==> src/rtl/iterative_shift_ctrl.sv <==
// iterative_shift_ctrl: multi-cycle shift/rotate sequencer. It applies one
// single-bit shift or rotate step per clock to a latched operand and
// handshakes through start/busy/done.
module iterative_shift_ctrl #(
    parameter int unsigned WIDTH   = 32,
    parameter int unsigned SHAMT_W = 5
) (
    input  logic               clk,
    input  logic               reset,
    input  logic               start,
    input  logic [2:0]         op,
    input  logic [WIDTH-1:0]   a,
    input  logic [SHAMT_W-1:0] shamt,
    output logic               busy,
    output logic               done,
    output logic [WIDTH-1:0]   result
);

    localparam logic [2:0] OP_SLL  = 3'd0;
    localparam logic [2:0] OP_SRL  = 3'd1;
    localparam logic [2:0] OP_SRA  = 3'd2;
    localparam logic [2:0] OP_ROL  = 3'd3;
    localparam logic [2:0] OP_ROR  = 3'd4;
    localparam logic [2:0] OP_PASS = 3'd5;

    typedef enum logic [1:0] {
        IDLE  = 2'd0,
        SHIFT = 2'd1,
        DONE  = 2'd2
    } state_t;

    state_t               state_q;
    logic [WIDTH-1:0]     result_q;
    logic [WIDTH-1:0]     result_d;
    logic [SHAMT_W-1:0]   cnt_q;
    logic [2:0]           op_q;
    logic                 busy_q;
    logic                 done_q;

    // One-bit step of the working register; the op selects the fill bit
    always_comb begin
        result_d = result_q;
        case (op_q)
            OP_SLL:  result_d = {result_q[WIDTH-2:0], 1'b0};
            OP_SRL:  result_d = {1'b0, result_q[WIDTH-1:1]};
            OP_SRA:  result_d = {result_q[WIDTH-1], result_q[WIDTH-1:1]};
            OP_ROL:  result_d = {result_q[WIDTH-2:0], result_q[WIDTH-1]};
            OP_ROR:  result_d = {result_q[0], result_q[WIDTH-1:1]};
            default: result_d = result_q;
        endcase
    end

    // Sequencer FSM; busy/done are registered alongside the state
    always_ff @(posedge clk) begin
        if (reset) begin
            state_q  <= IDLE;
            result_q <= '0;
            cnt_q    <= '0;
            op_q     <= '0;
            busy_q   <= 1'b0;
            done_q   <= 1'b0;
        end else begin
            case (state_q)
                IDLE: begin
                    if (start) begin
                        result_q <= a;
                        op_q     <= op;
                        cnt_q    <= shamt;
                        busy_q   <= 1'b1;
                        if ((shamt == '0) || (op >= OP_PASS)) begin
                            state_q <= DONE;
                            done_q  <= 1'b1;
                        end else begin
                            state_q <= SHIFT;
                            done_q  <= 1'b0;
                        end
                    end
                end
                SHIFT: begin
                    result_q <= result_d;
                    cnt_q    <= cnt_q - SHAMT_W'(1);
                    if (cnt_q == SHAMT_W'(1)) begin
                        state_q <= DONE;
                        done_q  <= 1'b1;
                    end
                end
                DONE: begin
                    state_q <= IDLE;
                    busy_q  <= 1'b0;
                    done_q  <= 1'b0;
                end
                default: begin
                    state_q <= IDLE;
                    busy_q  <= 1'b0;
                    done_q  <= 1'b0;
                end
            endcase
        end
    end

    assign busy   = busy_q;
    assign done   = done_q;
    assign result = result_q;

endmodule
==> config.mk <==
export PLATFORM = sky130hd
export DESIGN_NAME = iterative_shift_ctrl
export DESIGN_NICKNAME = d
export VERILOG_FILES = /design/src/rtl/iterative_shift_ctrl.sv
export SDC_FILE = /design/constraint.sdc
export NUM_CORES = 1
export LEC_CHECK = 0
export CAP_MARGIN = 20
export CORE_ASPECT_RATIO = 1.4
export CORE_MARGIN = 2
export CORE_UTILIZATION = 28
export CTS_BUF_LIST = sky130_fd_sc_hd__clkbuf_8 sky130_fd_sc_hd__clkbuf_16
export CTS_CLUSTER_DIAMETER = 50
export DETAILED_ROUTE_END_ITERATION = 7
export PLACE_DENSITY = 0.52
export REMOVE_ABC_BUFFERS = 1
export SLEW_MARGIN = 20
export SYNTH_ARGS = -nofsm -noshare
export SYNTH_HDL_FRONTEND = slang
export SYNTH_SLANG_ARGS = --single-unit
==> constraint.sdc <==
create_clock -name clk -period 4.3 [get_ports clk]
set_input_delay 0.86 -clock clk [delete_from_list [all_inputs] [get_ports clk]]
set_output_delay 0.86 -clock clk [all_outputs]
set_load 0.1 [all_outputs]
After elaboration in Yosys (flattened, before gate mapping)

Index checks and enable logic that the tools add are counted.

Equal/unequal tests: 11
Reduce and logical (&&, ||, !) cells: 11
Multiplexer cells: 15
Bitwise operators: 1
Add/sub/neg operators: 1
Order comparisons: 1

Operator list:

| kind                                                                  | count |
|---|---|
| 32-bit one-hot mux with 5 select lines                                | 1 |
| 32-bit one-hot mux with 2 select lines                                | 1 |
| 32-bit two-way mux                                                    | 1 |
| 5-bit one-hot mux with 2 select lines                                 | 1 |
| 2-bit AND reduction                                                   | 4 |
| 3-bit by 2-bit equality test with 1-bit output, second input constant | 2 |
| 2-bit two-way mux                                                     | 3 |
| 2-bit != test, second input constant                                  | 3 |
| 6-bit by 1-bit != test with 1-bit output, second input constant       | 1 |
| 5-bit by 1-bit equality test with 1-bit output, second input constant | 1 |
| 5-bit logical NOT                                                     | 1 |
| 5-bit two-way mux                                                     | 1 |
| 5-bit by 1-bit != test with 1-bit output, second input constant       | 1 |
| 5-bit by 1-bit subtractor with 5-bit output, second input constant    | 1 |
| 1-bit two-way mux                                                     | 4 |
| 1-bit one-hot mux with 2 select lines                                 | 2 |
| 2-bit one-hot mux with 2 select lines                                 | 1 |
| 4-bit AND reduction                                                   | 1 |
| 3-bit by 1-bit equality test with 1-bit output, second input constant | 1 |
| 3-bit equality test, second input constant                            | 1 |
| 3-bit >= comparator, second input constant                            | 1 |
| 3-bit logical NOT                                                     | 1 |
| 3-bit AND reduction                                                   | 1 |
| 2-bit by 1-bit equality test with 1-bit output, second input constant | 1 |
| 4 further kinds                                                       | 4 |

Output and inout bits: 34
Input bits: 43
Logic and storage cells: 47
Register bits: 44

Logic depth before layout (Yosys ltp)

Depth after elaboration: 5
Mapped depth: 6
Depth with buffers taken out: 5

Worst setup path before layout

OpenSTA, ideal clock, no wires.

Path type: reg2reg
Start: register state_q[1]
End: register result_q[1], in the netlist result[1]
Buffers on the path: 2
Cell stages (with the launch flop): 7
Setup time: 75 ps
Path slack: 2,161 ps
Period minus slack after synthesis: 2,139 ps
Required time: 4,225 ps
Arrival time: 2,064 ps
Cell sequence: dfxtp_1 -> buf_6 -> o21bai_1 -> o21bai_1 -> clkbuf_1 -> nand3_1 -> o211ai_2

Longest elaborated chain between the ends: 3
Elaborated cells on any way between the ends: 7
Those cells by class: eq/ne (3); mux (1); reduce/logical (3)

RTL lines:

| what                                                                                       | RTL line | text |
|---|---|---|
| start, declared                                                                            | 32       | `state_t state_q;` |
| start signal, assigned                                                                     | 56       | `state_q <= IDLE;` |
| start signal, assigned                                                                     | 71       | `state_q <= DONE;` |
| start signal, assigned                                                                     | 74       | `state_q <= SHIFT;` |
| 2-bit by 1-bit equality test with 1-bit output / 2-bit logical NOT (equally long branches) | 63       | `case (state_q)` |
| 6-bit by 1-bit != test with 1-bit output (no line), or another cell as far along           | --       |  |
| 3-bit AND reduction (no line)                                                              | --       |  |
| end signal, assigned                                                                       | 80       | `result_q <= result_d;` |
| end, declared                                                                              | 33       | `logic [WIDTH-1:0] result_q;` |

Several ways; a longest one is shown, not always the timed one.
A chain may end at the register's enable or synchronous reset.

Worst setup path in the final report

Start: input start
End: register result_q[20], in the netlist result[20]

Longest elaborated chain between the ends: 2

RTL lines:

| what                          | RTL line | text |
|---|---|---|
| start, declared               | 10       | `input logic start,` |
| 2-bit != test (no line)       | --       |  |
| 3-bit AND reduction (no line) | --       |  |

Every way passes these cells.

==> out/metrics.csv <==
metric;value;unit
finalSetupViolations;0;
place_ws;1.056;ns
cts_buffer_depth;2;
grt_pass1_vias;2331;
status;completed;
antenna_found_initial;0;
cap_violations;0;
root_buffer;clkbuf_16;
r2r_start;state_q[0];
relSlewSlack;33.66;%
worst_pin_slew;0.9921;ns
ys_ff_latch;43;
fin_crit;2.935;ns
drtIter0Drc;82;
syn_inst;275;
ff2ff_path_depth;4;
areaGrowthSynthToFinish;35.51;%
fin_nets;380;
synth_cell_types;42;
end_kind;flip-flop;
fin_ws;1.365;ns
vias;2383;
core;9029;um^2
stdcell_area;3528;um^2
gpl.final_weighted_congestion;0.7998;
clock_latency;0.28;ns
wl_met2;3.680;mm
die_w;85.50;um
clock_sinks;43;
crit_type;input port to flip-flop;
rsz0062_at_grt;false;
ys_seq_area_share;33.06;%
grt_use_total;14.46;%
cts.clk_slew.worst_paths;0.06;ns
cts_tree;built;
finalHoldViolations;0;
die_y;118.1;um
numCtsBuffers;5;
avgSynthCellArea;9.468;um^2
power_density;420.3;nW/um^2
start_util;28.84;%
p_total;1.483;mW
grt_pass1_wl;11.96;mm
dr.pass1.iters;5;
drive_gt1_share;14.58;%
stdcell_count;443;
fin_crit_sh;68.26;%
io_pins;77;
hold_path.class;flip-flop to flip-flop;
worstPathMaxFanout;30;
arrival;3.12;ns
post_drt_wl_per_cell;16.60;um
wl_met1;3.304;mm
dp_cells;435;
postPlaceCellArea;3387;um^2
drv_slew;0;
worstReg2RegEnd;result[20];
rows;41;
fin_skew;0.007256;ns
synth_edf_count;0;
ctsHoldBuffers;0;
ant_nets;0;
routed.top_layer;met4;
synth_top_area_share;33.06;%
ir_drop;202.7;uV
viasPerCell;5.379;
synth.area.top_cells;dfxtp_1 33%, o211ai_2 14%, mux2i_1 13%;
fmax;340.7;MHz
dp_hpwl;4.907;mm
tns;0;ns
p_leak;1.299;nW
ys.flop_type;dfxtp_1;
antennaDiodeCount;0;
die_area;10100;um^2
hold-worst-slack;0.5177;ns
startpoint_type;input port;
grt_max_degree;47;
hp-start;cnt_q[3];
postCtsSetupBuffers;0;
finalWirelength;7.355;mm
r2r_slack;1.92;ns
min_to;cnt_q[3];
cts_resized;0;
overflow;0;
syn_area;2604;um^2
critPathRequiredTime;4.48;ns
io_buffers;76;
yosys_warnings;0;
dr_wl_met3;303;um
ys_async_sr_fraction;0;%
cts_htree_levels;2;
synth_top_area_cell;dfxtp_1;
utilization;39.08;%
whs_path_depth;2;
drc;0;
==> how the worst max path moves through the flow <==
stage,to,from
after floorplan,result[20],reset
after global placement,result[20],start
after detailed placement,result[20],start
after CTS,result[20],start
after global routing,result[20],start
final,result[20],start
==> synthesized netlist by cell type, types with 2 or more instances <==
library cell / n
a32o_1: 2
nand3b_1: 9
dfxtp_1: 43
o22a_1: 2
a21oi_1: 6
buf_6: 6
clkbuf_1: 16
nand3_1: 24
o211ai_1: 2
a2111oi_0: 2
ha_1: 2
nand4b_1: 9
mux2i_1: 34
o21ai_0: 6
a31oi_1: 2
nand2_1: 2
buf_2: 6
nand2b_1: 3
nand4_1: 21
o211ai_2: 29
inv_1: 8
nor2_1: 18
o21bai_1: 2
nor3_1: 3
==> layer usage <==
layer  vias up  track usage [%]
li1       1176                -
met1      1142            18.88
met2        59            24.46
met3         6            2.665
met4         0            3.274
met5         -                0
==> area by class of cell <==
cell class	count	area, um^2
Inverter	8	30.03
Clock inverter	3	16.27
Fill cell	923	5500
Tap cell	107	133.9
Sequential cell	43	860.8
Multi-Input combinational cell	195	1556
Clock buffer	5	125.1
Timing Repair Buffer	82	805.8
==> worst max-delay path: stages <==
cell             delay [ns]
clkdlybuf4s50_1        0.60
o21bai_1               0.16
o21ba_2                0.29
nand3_2                0.74
o211ai_1               0.45
==> sequential cells by signal, summed over array words and instances (netlist names) <==
register	cells
state_q	2
busy	1
op_q	3
result	32
cnt_q	5
==> cells by family after synthesis <==
family / after synthesis / share of synthesized area (%)
AO/OA/AOI/OAI: 62 / 23.35
flip-flops: 43 / 33.06
adder cells (fa/ha/maj): 2 / 0.9609
multiplexers: 34 / 13.07
buffers and inverters: 37 / 7.497
XOR/XNOR: 1 / 0.3364
AND/OR/NAND/NOR: 96 / 21.72
==> report_power, final <==
part           switching (mW)  leakage, nW  internal [mW]
registers              0.0575        0.355          0.443
logic                   0.422        0.874          0.194
clock network           0.155       0.0710          0.212
total                   0.634         1.30          0.849
==> placed cells by master, fill, tap and decap left out, types with 3 or more instances in the layout <==
master,instances
nand2b_1,3
buf_4,6
nor2_1,18
nand4b_1,9
a21oi_1,6
nor3_1,3
clkdlybuf4s50_1,76
nand3_1,23
clkbuf_16,5
mux2i_1,34
nand3b_1,9
dfxtp_1,43
nand4_1,21
inv_1,9
o21ai_0,6
o211ai_2,29
(Power assumes the default switching activity.)
